## src/rtl/rom_port_arbiter.sv

```systemverilog
// Shares the single cartridge ROM read port between CPU-side mapper fetches and a coprocessor fetch engine.
// Optional wait-cycle statistics are enabled by defining ROM_ARB_STATS_EN.
module rom_port_arbiter #(
  parameter int MEM_LAT    = 4,
  parameter int STARVE_MAX = 8
) (
  input  logic        mclk,
  input  logic        rst_n,
  input  logic [23:0] rom_mask,
  input  logic        cpu_req,
  input  logic [23:0] cpu_addr,
  input  logic        cpu_word,
  output logic        cpu_ack,
  output logic [15:0] cpu_q,
  output logic        cpu_ovf,
  input  logic        cop_req,
  input  logic [23:0] cop_addr,
  input  logic        cop_word,
  output logic        cop_ack,
  output logic [15:0] cop_q,
  output logic [23:0] mem_addr,
  output logic        mem_word,
  output logic        mem_rd,
  input  logic [15:0] mem_q,
  input  logic        stat_clr,
  output logic [15:0] stat_cop_wait
);

  localparam logic [3:0] LAT_INIT   = 4'(MEM_LAT);
  localparam logic [7:0] STARVE_LIM = 8'(STARVE_MAX);

  typedef enum logic [1:0] {IDLE, BUSY_CPU, BUSY_COP} state_t;

  state_t      state, state_nxt;
  logic [3:0]  lat_cnt;
  logic        cpu_pend;
  logic [23:0] pend_addr;
  logic        pend_word;
  logic [7:0]  starve_cnt;

  logic        grant_cpu, grant_cop, data_done;
  logic [23:0] sel_addr;
  logic        sel_word;
  logic [15:0] rdata;
  logic        pend_take;

  assign rdata = mem_word ? mem_q : {8'h00, mem_q[7:0]};

  // A fresh cpu_req arriving in IDLE with nothing pending is granted directly, bypassing the latch.
  always_comb begin
    state_nxt = state;
    grant_cpu = 1'b0;
    grant_cop = 1'b0;
    data_done = 1'b0;
    sel_addr  = pend_addr;
    sel_word  = pend_word;
    case (state)
      IDLE: begin
        if (cop_req && starve_cnt == STARVE_LIM) begin
          grant_cop = 1'b1;
        end else if (cpu_pend || cpu_req) begin
          grant_cpu = 1'b1;
        end else if (cop_req) begin
          grant_cop = 1'b1;
        end
        if (grant_cop) begin
          sel_addr  = cop_addr;
          sel_word  = cop_word;
          state_nxt = BUSY_COP;
        end else if (grant_cpu) begin
          state_nxt = BUSY_CPU;
          if (!cpu_pend) begin
            sel_addr = cpu_addr;
            sel_word = cpu_word;
          end
        end
      end
      BUSY_CPU, BUSY_COP: begin
        if (lat_cnt == 4'd1) begin
          data_done = 1'b1;
          state_nxt = IDLE;
        end
      end
      default: state_nxt = IDLE;
    endcase
  end

  always_ff @(posedge mclk or negedge rst_n) begin
    if (!rst_n) begin
      state    <= IDLE;
      lat_cnt  <= '0;
      mem_rd   <= 1'b0;
      mem_addr <= '0;
      mem_word <= 1'b0;
      cpu_ack  <= 1'b0;
      cop_ack  <= 1'b0;
      cpu_q    <= '0;
      cop_q    <= '0;
    end else begin
      state   <= state_nxt;
      mem_rd  <= grant_cpu | grant_cop;
      cpu_ack <= data_done && (state == BUSY_CPU);
      cop_ack <= data_done && (state == BUSY_COP);
      if (grant_cpu || grant_cop) begin
        lat_cnt  <= LAT_INIT;
        mem_addr <= sel_addr & rom_mask;
        mem_word <= sel_word;
      end else if (state != IDLE) begin
        lat_cnt <= lat_cnt - 4'd1;
      end
      if (data_done && state == BUSY_CPU) cpu_q <= rdata;
      if (data_done && state == BUSY_COP) cop_q <= rdata;
    end
  end

  // A pulse is latched unless it was granted directly; it is dropped only if the latch stays occupied.
  assign pend_take = cpu_req && !(grant_cpu && !cpu_pend);

  always_ff @(posedge mclk or negedge rst_n) begin
    if (!rst_n) begin
      cpu_pend  <= 1'b0;
      pend_addr <= '0;
      pend_word <= 1'b0;
      cpu_ovf   <= 1'b0;
    end else begin
      if (pend_take) begin
        if (cpu_pend && !grant_cpu) begin
          cpu_ovf <= 1'b1;
        end else begin
          cpu_pend  <= 1'b1;
          pend_addr <= cpu_addr;
          pend_word <= cpu_word;
        end
      end else if (grant_cpu) begin
        cpu_pend <= 1'b0;
      end
    end
  end

  always_ff @(posedge mclk or negedge rst_n) begin
    if (!rst_n) begin
      starve_cnt <= '0;
    end else if (!cop_req || grant_cop) begin
      starve_cnt <= '0;
    end else if (grant_cpu) begin
      starve_cnt <= starve_cnt + 8'd1;
    end
  end

`ifdef ROM_ARB_STATS_EN
  logic [15:0] wait_cnt;

  always_ff @(posedge mclk or negedge rst_n) begin
    if (!rst_n) begin
      wait_cnt <= '0;
    end else if (stat_clr) begin
      wait_cnt <= '0;
    end else if (cop_req && !cop_ack && wait_cnt != 16'hFFFF) begin
      wait_cnt <= wait_cnt + 16'd1;
    end
  end

  assign stat_cop_wait = wait_cnt;
`else
  logic unused_stat_clr;
  assign unused_stat_clr = stat_clr;
  assign stat_cop_wait   = 16'h0000;
`endif

endmodule
```

## config.mk

```make
export PLATFORM = sky130hd
export DESIGN_NAME = rom_port_arbiter
export DESIGN_NICKNAME = d
export VERILOG_FILES = /design/src/rtl/rom_port_arbiter.sv
export SDC_FILE = /design/constraint.sdc
export NUM_CORES = 1
export LEC_CHECK = 0
export CORE_ASPECT_RATIO = 0.7
export CORE_MARGIN = 1.5
export CORE_UTILIZATION = 45
export CTS_CLUSTER_DIAMETER = 120
export DETAILED_ROUTE_END_ITERATION = 10
export PLACE_DENSITY_LB_ADDON = 0.1
export SLEW_MARGIN = 40
export SYNTH_ARGS = -nofsm -noshare
export SYNTH_HDL_FRONTEND = slang
export SYNTH_SLANG_ARGS = --single-unit
```

## constraint.sdc

```tcl
create_clock -name mclk -period 5 [get_ports mclk]
set_clock_uncertainty 0.15 [all_clocks]
set_input_delay 0.5 -clock mclk [delete_from_list [all_inputs] [get_ports mclk]]
set_output_delay 0.5 -clock mclk [all_outputs]
set_load 0.01 [all_outputs]
```

[After elaboration in Yosys (flattened, before gate mapping)]
Index checks and enable logic that the tools add are counted.
Operators by class
  add/subtract/negate cells: 2
  eq/ne operators: 7
  multiplexer cells: 31
  bitwise gates (word level): 3
  reductions and logical operators: 23
Operators by type and width (count)
  $mux W24: 4
  $and A24 B24 Y24: 1
  $mux W1: 18
  $mux W16: 1
  $mux W8: 2
  $add A8 B1 Y8 const B: 1
  $eq A8 B4 Y1 const B: 1
  $mux W4: 2
  $reduce_and A2 Y1: 4
  $reduce_bool A2 Y1: 4
  $logic_and A1 B1 Y1: 6
  $mux W2: 3
  $eq A4 B1 Y1 const B: 1
  $logic_not A1 Y1: 4
  $ne A2 B2 Y1 const B: 2
  $pmux W2 S2: 1
  $sub A4 B1 Y4 const B: 1
  $logic_or A1 B1 Y1: 3
  $ne A3 B3 Y1 const B: 1
  $eq A2 B1 Y1 const B: 1
  $eq A2 B2 Y1 const B: 1
  $logic_not A2 Y1: 1
  $reduce_or A2 Y1: 1
  $not A1 Y1: 1
  $or A1 B1 Y1: 1
Storage, ports and cells
  flip-flop bits (word level): 101
  output and inout port bits: 77
  word-level logic and storage cells: 80

[Logic depth before layout (Yosys ltp)]
Gate-level depths: netlist of run 1.
  depth in word-level cells: 10
  gate-level depth with buffers: 7
  gate-level depth less buffers: 7

[Worst setup path before layout of run 1]
No wires, ideal clock.
  path kind: input to register
  start: input cop_req
  end: register pend_addr[0]
  library setup time: 0.125 ns
  data arrival time: 1.863 ns
  data required time: 4.725 ns
  setup slack: 2.862 ns
  stages: 6
  buffers on the path: 2
  path through: nor4bb_1 > buf_4 > a21boi_2 > mux2i_4 > buf_6 > mux2_2
Between the ends
  longest elaborated chain between the ends: 8
  elaborated cells on any way between the ends: 11
  classes of those cells: mux: 3; bitwise: 1; reduce/logical: 7
Ends and longest elaborated chain
  start, declared: RTL line 16  | input logic cop_req,
  $logic_and A1 B1 Y1 *: RTL line 59  | if (cop_req && starve_cnt == STARVE_LIM) begin
  $mux W1 *: RTL line 59
  $mux W1 * (2 in a row): RTL line 57  | case (state)
  $logic_and A1 B1 Y1 / $logic_not A1 Y1 (equally long branches): RTL line 117, 127
  $logic_not A1 Y1 / $logic_and A1 B1 Y1 (equally long branches): RTL line 117, 127
  $logic_and A1 B1 Y1 / $not A1 Y1 (equally long branches)
  $reduce_and A2 Y1 (no line) *
  end signal, assigned: RTL line 131  | pend_addr <= cpu_addr;
  end, declared: RTL line 37  | logic [23:0] pend_addr;
Mark *: on every way between the ends. The rest lies on a longest branch, timed or not. The select of a mux whose other input is x is not followed.
A chain may end at the register's enable or synchronous reset.

[Worst setup path after layout of run 1]
  start: register state[1]
  end: register pend_addr[8]
Between the ends
  longest elaborated chain between the ends: 6
  elaborated cells on any way between the ends: 9
  classes of those cells: mux: 1; bitwise: 1; reduce/logical: 7
Ends and longest elaborated chain
  start, declared: RTL line 34  | state_t state, state_nxt;
  start signal, assigned: RTL line 100  | state <= state_nxt;
  $logic_not A2 Y1 *: RTL line 57
  $mux W1 *: RTL line 57
  $logic_and A1 B1 Y1 / $logic_not A1 Y1 (equally long branches): RTL line 117, 127
  $logic_not A1 Y1 / $logic_and A1 B1 Y1 (equally long branches): RTL line 117, 127
  $logic_and A1 B1 Y1 / $not A1 Y1 (equally long branches)
  $reduce_and A2 Y1 (no line) *
Mark *: on every way between the ends. The rest lies on a longest branch, timed or not.

==> impl_metrics.csv, run 1 <==
group,metric,value,unit
synthesis,synth_cells,506,
sta,tns,0,ns
synthesis,asyncSetResetFlopFracSynth,100,%
setup_path,critical_path_class,"reg2reg",
route,via_per_inst,5.40,
grt,overflow,0,
synthesis,synth_enable_flop_cells,0,
min_path,timing.hold.worst.class,"in2async",
place,place_hpwl,9140,microns
floorplanning,coreArea,0.0111,sq mm
clocking,cts_tree,"built",
setup_path,critPathSlowestCell,"mux2i_4",
route,firstDrtPassIters,5,
synthesis,ys_dominant_reg_cell,"dfrtp_1",
grt,grt_pass1_vias,4372,
sta,worst_hold_slack,-0.0272,ns
clocking,cts.sinks,101,
floorplanning,die_w,131,microns
pwr,report.power.total,3.92,mW
sta,setup-violations-final,0,
grt,antenna_found_initial,0,
synthesis,synth-seq-area-share,49.2,%
sta,worst_slew_pin_slew,0.723,ns
setup_path,crit_arrival,3.04,ns
synthesis,synth_area_per_cell,10.1,sq um
pwr,cellPowerDensity,553,mW/mm^2
clocking,worst_setup_hold_path_clk_slew,0.07,ns
sta,timing_max_transition_violations_final,0,
sta,finalWorstSetupSlack,2.03,ns
synthesis,synth_largest_area_cell,"dfrtp_1",
floorplanning,die_height,92.4,microns
clocking,cts_repair_resize_count,0,
clocking,ctsRootBufferMaster,"clkbuf_16",
synthesis,netlist_top_cells_area,"dfrtp_1 49%, nand2_1 7.6%, mux2_2 7.0%",
route,ant_nets,0,
status,violations_in_the_final_reports,"hold timing",
synthesis,synth_top_area_share,49.2,%
sta,clock.fmax,337,MHz
clocking,clk_latency,0.34,ns
synthesis,yosysWarningCount,0,
synthesis,syn-cell-area,0.00513,sq mm
setup_path,critPathRequiredTime,5.08,ns
clocking,clock_tree.htree_level_count,3,
synthesis,synth_top_cells_by_count,"104 x nand2_1, 101 x dfrtp_1, 32 x mux2_2",
route,wl_per_cell,16.4,microns
sta,finalCriticalPeriod,2.97,ns
clocking,postCtsSetupRepairBufs,0,
place,place_congestion,0.805,
grt,grt_start_max_net_pins,59,
synthesis,netlist-cell-type-count,52,
cells_and_area,num-fill-cells,892,
sta,final_hold_viol_count,57,
sta,setup_repair_after_global_routing_missed_its_margin,"no",
sta,period_share,59.3,%
clocking,cts_inserted_buffers,9,
floorplanning,boundaryPins,172,
setup_path,max_stage_delay,0.61,ns
cells_and_area,fin_nets,754,
setup_path,crit_path_max_fanout,50,
cells_and_area,drive_gt1_share,10.5,%
sta,slew_headroom,51.8,%
route,total_wire_length,13300,microns
route,first_iter_violations,192,
setup_path,timing.critical_path.from_type,"flip-flop",
cells_and_area,synthToLayoutAreaGrowth,38.4,%
floorplanning,dieArea,0.0121,sq mm
synthesis,most_numerous_cell_in_the_yosys_netlist,"nand2_1",
route,drc_violation_count_after_routing,0,
setup_path,worst_setup_path_end_kind,"flip-flop",
cells_and_area,n_antenna_cell,0,
place,pre_cts_slack,2.04,ns
floorplanning,floorplan.initialDensity,46.5,%
place,port-buffer-count,154,
flow_run,cap_violations,0,
cells_and_area,finish.utilization,64.3,%
synthesis,yosys_register_bits,101,
status,status,"finished, violations left",
grt,total_routing_resource_utilization_after_global_routing,22.9,%
grt,global_route_wire_length_before_repair,21500,microns
floorplanning,rows,32,
route,via_count,4376,
clocking,cts_hold_buffers,0,
pwr,vdd.ir_drop.worst,0.241,mV
setup_path,path_cells,"inv_1 > ha_2 > buf_4 > a21boi_2 > mux2i_4 > buf_16 > mux2_2",
clocking,bufs_on_longest_clock_path,2,
pwr,cellLeakagePower,3.01,nW
-- state kept, by name, summed over array words and instances (netlist names), 2 cells and up --
signal      flops
starve_cnt      8
cpu_q          16
lat_cnt         4
mem_addr       24
state           2
cop_q          16
pend_addr      24
-- per-layer routing --
layer	GRT usage (%)	routed length (microns)	vias to the layer above
met3	5.78	962	10
met5	0	0	-
met2	37.5	6360	163
met1	30.0	5870	2142
met4	6.68	109	0
li1	-	-	2061
-- path summary, 6_finish.rpt --
path	depth (start not counted)	slack, ns	endpoint	startpoint
hold reg to reg	2	0.32	cop_q[3]	cop_q[3]
min in group mclk	2	0.32	cop_q[3]	cop_q[3]
setup reg to reg	7	2.03	pend_addr[8]	state[1]
setup / recovery	7	2.03	pend_addr[8]	state[1]
max in group asynchronous	2	3.75	cpu_q[1]	rst_n
hold / removal	1	-0.03	mem_addr[20]	rst_n
-- layout by cell type, fill, tap and decap left out, drive strengths merged, types with 4 or more instances in the layout --
cell type | Yosys | final
a21oi | 5 | 5
a2bb2oi | 24 | 24
a31oi | 4 | 4
buf | 24 | 9
clkbuf | 18 | 11
clkdlybuf4s50 | 0 | 153
conb | 1 | 16
dfrtp | 101 | 101
ha | 7 | 7
inv | 31 | 32
mux2 | 34 | 34
mux2i | 24 | 24
nand2 | 104 | 104
nand2b | 4 | 4
nand3 | 9 | 9
nor2 | 7 | 7
o21ai | 26 | 26
o221ai | 23 | 23
o22ai | 25 | 25
-- metrics by stage --
stage | cell area [sq um] | std cells
final | 7100 | 810
after global routing | 7100 | 810
after CTS | 7090 | 810
after detailed placement | 6800 | 794
after global placement | 6740 | 792
after floorplan | 5190 | 521
-- layout make-up --
type	instances	area, sq um	area share (%)
inverter	32	120	1.69
multi-input combinational	346	2330	32.8
sequential	101	2530	35.6
clock buffer	11	233	3.28
clock inverter	5	60.1	0.846
timing repair buffer	162	1640	23.1
tap	153	191	2.70
-- logic make-up after synthesis --
logic type | after synthesis | synth area share, %
compound gates | 119 | 16.8
xor+xnor | 2 | 0.341
fa+ha+maj | 7 | 1.71
buf+inv | 74 | 6.99
flops | 101 | 49.2
mux | 58 | 12.4
other cells | 1 | 0.0730
simple gates | 144 | 12.5
-- power breakdown --
group / switching (mW) / leakage (nW) / internal (mW)
Combinational: 0.872 / 1.67 / 1.01
Sequential: 0.201 / 1.20 / 1.15
Clock: 0.302 / 0.140 / 0.390
Total: 1.38 / 3.01 / 2.55
-- worst max-delay path, delay by kind of cell, from the launching register on --
kind / cells / cell delay, ns
adders and majority gates: 1 / 0.16
AOI/OAI and AO/OA: 1 / 0.37
muxes: 2 / 0.95
DFF: 1 / 0.42
buffers and inverters: 3 / 0.76
Note: power is estimated with default switching activity, not from simulation.
==> run 2: changes to the inputs <==
==> constraint.sdc (replaced) <==
create_clock -name mclk -period 2.8 [get_ports mclk]
set_clock_uncertainty 0.15 [all_clocks]
set_input_delay 0.28 -clock mclk [delete_from_list [all_inputs] [get_ports mclk]]
set_output_delay 0.28 -clock mclk [all_outputs]
set_load 0.01 [all_outputs]
==> impl_metrics.csv, run 2 (synthesis gave the netlist of run 1 again) <==
group,metric,value,unit
floorplanning,coreArea,0.0111,sq mm
sta,finalCriticalPeriod,2.37,ns
setup_path,critical_path_class,"reg2reg",
setup_path,crit_path_max_fanout,25,
grt,total_routing_resource_utilization_after_global_routing,23.6,%
clocking,clk_latency,0.35,ns
pwr,power.clock.fraction,17.4,%
place,place_congestion,0.805,
sta,clock.fmax,422,MHz
floorplanning,die_height,92.4,microns
setup_path,reg2regPathDepth,7,
pwr,cellLeakagePower,3.05,nW
setup_path,r2r-end,"pend_addr[12]",
grt,grt_pass1_vias,4475,
clocking,cts.sinks,101,
cells_and_area,layout_commonest_cell,"clkdlybuf4s50_1",
pwr,cell_internal_pwr,4.49,mW
clocking,cts_inserted_buffers,9,
cells_and_area,n_antenna_cell,0,
sta,timing_max_transition_violations_final,0,
floorplanning,die_w,131,microns
route,drc_violation_count_after_routing,0,
route,wl_per_cell,16.8,microns
clocking,cts_tree,"built",
route,firstDrtPassIters,4,
clocking,cts_repair_resize_count,0,
setup_path,critPathRequiredTime,2.87,ns
setup_path,critPathSlowestCell,"nor4b_4",
floorplanning,rows,32,
sta,slew_headroom,47.7,%
clocking,worst_setup_hold_path_clk_slew,0.07,ns
setup_path,crit_arrival,2.44,ns
sta,worst_slew_pin_slew,0.779,ns
pwr,vdd.ir_drop.worst,0.610,mV
setup_path,worst-r2r-setup-slack,0.43,ns
sta,final_hold_viol_count,0,
route,total_wire_length,13700,microns
floorplanning,floorplan.initialDensity,46.5,%
place,placed_area,0.00686,sq mm
status,status,"finished clean",
setup_path,r2r-start,"starve_cnt[0]",
min_path,timing.hold.worst.class,"in2async",
setup_path,max_stage_delay,0.45,ns
sta,tns,0,ns
sta,period_share,84.7,%
flow_run,cap_violations,0,
setup_path,crit_start,"starve_cnt[0]",
pwr,power.share.sequential,34.4,%
pwr,power.switching,2.53,mW
cells_and_area,registers_with_the_most_flip_flops,"mem_addr: 24 flops, pend_addr: 24 flops",
floorplanning,boundaryPins,172,
clocking,bufs_on_longest_clock_path,2,
grt,overflow,0,
sta,setup-violations-final,0,
place,port-buffer-count,154,
place,place_hpwl,9610,microns
cells_and_area,final_design_area_no_fill,0.00716,sq mm
route,via_per_inst,5.36,
grt,global_route_wire_length_before_repair,22200,microns
clocking,ctsRootBufferMaster,"clkbuf_16",
setup_path,worst_setup_path_end_kind,"flip-flop",
setup_path,timing.critical_path.from_type,"flip-flop",
place,pre_cts_slack,0.346,ns
cells_and_area,most_frequent_cells_in_the_layout,"153 x clkdlybuf4s50_1, 104 x nand2_1, 101 x dfrtp_1",
grt,grt_start_max_net_pins,49,
floorplanning,dieArea,0.0121,sq mm
cells_and_area,num-fill-cells,884,
route,first_iter_violations,226,
clocking,clock_tree.htree_level_count,3,
pwr,proportion_of_total_power_due_to_net_switching,36.0,%
route,via_count,4388,
sta,setup_repair_after_global_routing_missed_its_margin,"no",
pwr,combinationalPowerShare,48.1,%
pwr,cellPowerDensity,981,mW/mm^2
route,ant_nets,0,
cells_and_area,synthToLayoutAreaGrowth,39.4,%
sta,finalWorstSetupSlack,0.429,ns
grt,antenna_found_initial,0,
setup_path,path_cells,"inv_1 > ha_1 > nor4b_4 > a21boi_2 > mux2i_4 > buf_12 > mux2_2",
cells_and_area,drive_gt1_share,11.3,%
cells_and_area,fin_nets,763,
[run 2: stage by stage]
stage / util [%] / std cells / power, mW / hold slack [ns]
after floorplan: - / 521 / 4.41 / -0.166
after global placement: 62.0 / 802 / 5.67 / 0.0949
after detailed placement: 62.1 / 802 / 5.83 / 0.100
after CTS: 64.8 / 819 / 7.08 / 0.275
after global routing: 64.8 / 819 / 7.48 / 0.305
final: 64.8 / 819 / 7.02 / 0.267
[run 2: final cells by class]
class / instances / area (sq um) / area share (%)
Inverter: 32 / 120 / 1.68
Sequential cell: 101 / 2530 / 35.3
Timing Repair Buffer: 171 / 1710 / 23.8
Tap cell: 153 / 191 / 2.67
Clock buffer: 9 / 225 / 3.15
Multi-Input combinational cell: 346 / 2320 / 32.5
Clock inverter: 7 / 63.8 / 0.891
[run 2: critical path: cells and delay by family, from the launching register on]
family | cells | cell delay, ns
multiplexers | 2 | 0.58
flip-flops | 1 | 0.42
adder cells (fa/ha/maj) | 1 | 0.15
AND/OR/NAND/NOR | 1 | 0.45
AO/OA/AOI/OAI | 1 | 0.18
buffers and inverters | 2 | 0.33
[run 2: timing repair]
action,in CTS,in global routing
buffers inserted,0,0
hold buffers,1,0
hold endpoints to repair,28,0
[run 2: power groups by stage]
stage                     clock, mW  combinational, mW  sequential (mW)
after CTS                      1.26               3.40             2.42
final                          1.22               3.38             2.42
after detailed placement          0               3.39             2.44
after floorplan                   0               1.90             2.52
after global routing           1.32               3.67             2.49
after global placement            0               3.27             2.41
[run 2: how the worst max path moves through the flow]
stage | to | cells after the start
finish | pend_addr[12] | 7
floorplan | pend_addr[0] | 7
detailed placement | pend_addr[12] | 7
global placement | mem_addr[2] | 7
CTS | pend_addr[12] | 7
global route | mem_addr[13] | 7
[run 2: per-layer routing]
| metal | wire length [microns] | track usage (%) |
|---|---|---|
| met1 | 6120 | 31.7 |
| met2 | 6550 | 38.0 |
| met3 | 896 | 6.01 |
| met4 | 166 | 6.14 |
| met5 | 0 | 0 |
==> run 3: changes to the inputs <==
==> constraint.sdc (replaced) <==
create_clock -name mclk -period 2.5 [get_ports mclk]
set_clock_uncertainty 0.15 [all_clocks]
set_input_delay 0.25 -clock mclk [delete_from_list [all_inputs] [get_ports mclk]]
set_output_delay 0.25 -clock mclk [all_outputs]
set_load 0.01 [all_outputs]
==> impl_metrics.csv, run 3 (synthesis gave the netlist of run 1 again) <==
group,metric,value,unit
pwr,cellLeakagePower,3.09,nW
route,first_iter_violations,278,
floorplanning,die_w,131,microns
clocking,worst_setup_hold_path_clk_slew,0.07,ns
grt,grt_pass1_vias,4440,
cells_and_area,instances_no_fill,826,
setup_path,crit_arrival,2.36,ns
clocking,cts_repair_resize_count,0,
sta,period_share,89.9,%
grt,antenna_found_initial,0,
setup_path,crit_start,"starve_cnt[0]",
floorplanning,coreArea,0.0111,sq mm
grt,overflow,0,
cells_and_area,finish.utilization,65.4,%
setup_path,r2r-end,"starve_cnt[7]",
grt,global_route_wire_length_before_repair,22400,microns
cells_and_area,final_design_area_no_fill,0.00723,sq mm
clocking,cts_tree,"built",
cells_and_area,registers_with_the_most_flip_flops,"mem_addr: 24 flops, pend_addr: 24 flops",
status,status,"finished clean",
grt,total_routing_resource_utilization_after_global_routing,23.9,%
sta,setup-violations-final,0,
sta,slew_headroom,50.7,%
setup_path,cp-endpoint,"starve_cnt[7]",
sta,timing_max_transition_violations_final,0,
route,via_count,4427,
route,total_wire_length,13700,microns
cells_and_area,layout_commonest_cell,"clkdlybuf4s50_1",
setup_path,reg2regPathDepth,8,
sta,finalCriticalPeriod,2.25,ns
floorplanning,floorplan.initialDensity,46.5,%
place,place_hpwl,9710,microns
route,drc_violation_count_after_routing,0,
clocking,postCtsSetupRepairBufs,0,
setup_path,critPathRequiredTime,2.61,ns
floorplanning,dieArea,0.0121,sq mm
setup_path,timing.critical_path.from_type,"flip-flop",
setup_path,worst_setup_path_end_kind,"flip-flop",
cells_and_area,most_frequent_cells_in_the_layout,"153 x clkdlybuf4s50_1, 104 x nand2_1, 101 x dfrtp_1",
grt,grt_start_max_net_pins,46,
flow_run,cap_violations,0,
clocking,clock_tree.htree_level_count,3,
sta,final_hold_viol_count,0,
setup_path,worst-r2r-setup-slack,0.25,ns
place,placed_area,0.00693,sq mm
floorplanning,rows,32,
setup_path,r2r-start,"starve_cnt[0]",
clocking,cts_hold_buffers,1,
cells_and_area,num-fill-cells,890,
setup_path,crit_path_max_fanout,4,
sta,setup_repair_after_global_routing_missed_its_margin,"no",
route,via_per_inst,5.36,
cells_and_area,n_antenna_cell,0,
cells_and_area,drive_gt1_share,12.2,%
pwr,vdd.ir_drop.worst,0.626,mV
route,firstDrtPassIters,5,
floorplanning,die_height,92.4,microns
place,numPlacedInstances,809,
place,place_congestion,0.798,
sta,clock.fmax,445,MHz
clocking,ctsRootBufferMaster,"clkbuf_16",
min_path,timing.hold.worst.class,"in2reg",
route,ant_nets,0,
setup_path,critical_path_class,"reg2reg",
clocking,clk_latency,0.35,ns
clocking,bufs_on_longest_clock_path,2,
cells_and_area,fin_nets,770,
route,wl_per_cell,16.6,microns
clocking,cts.sinks,101,
clocking,cts_inserted_buffers,9,
sta,worst_slew_pin_slew,0.734,ns
sta,tns,0,ns
cells_and_area,synthToLayoutAreaGrowth,40.8,%
pwr,cellPowerDensity,1100,mW/mm^2
floorplanning,boundaryPins,172,
place,port-buffer-count,154,
-- run 3: worst max-delay path, cell delays in order, from the launching register on --
cell	delay, ns
dfrtp_1	0.41
inv_1	0.09
ha_1	0.20
nor4b_4	0.14
buf_4	0.16
and2_1	0.16
buf_4	0.15
or4_1	0.49
a31oi_1	0.20
-- run 3: where the power goes --
group | total (mW) | internal, mW | switching [mW]
registers | 2.72 | 2.30 | 0.411
clock network | 1.37 | 0.700 | 0.665
logic | 3.88 | 2.11 | 1.77
-- run 3: cell type report --
| cell class | instances | area, sq um | share of cell area (%) |
|---|---|---|---|
| clock buffer | 9 | 225 | 3.12 |
| clock inverter | 7 | 65.1 | 0.900 |
| inverter | 32 | 120 | 1.66 |
| multi-input combinational | 346 | 2320 | 32.0 |
| sequential | 101 | 2530 | 35.0 |
| tap | 153 | 191 | 2.65 |
| timing repair buffer | 178 | 1780 | 24.7 |
-- run 3: stage by stage --
stage | hold WS [ns] | setup WS [ns] | power (mW)
after floorplan | -0.196 | 0.363 | 4.94
after global placement | 0.160 | 0.0818 | 6.47
after detailed placement | 0.162 | 0.0713 | 6.62
after CTS | 0.287 | 0.268 | 8.03
after global routing | 0.294 | 0.128 | 8.48
final | 0.301 | 0.253 | 7.96
-- run 3: worst min path at each step --
stage | to | slack, ns | depth (start not counted) | startpoint
floorplan | cop_ack | -0.20 | 0 | rst_n
global placement | mem_addr[18] | 0.16 | 1 | rst_n
detailed placement | mem_addr[20] | 0.16 | 1 | rst_n
CTS | cop_q[2] | 0.29 | 3 | mem_q[2]
global route | cop_q[5] | 0.29 | 3 | mem_q[5]
finish | cop_q[5] | 0.30 | 3 | mem_q[5]
-- run 3: per-layer routing --
layer | global-route usage (%) | part of all wire, %
met5 | 0 | 0
met3 | 6.30 | 6.7
met2 | 37.9 | 47
met1 | 32.4 | 45
met4 | 6.50 | 1.1
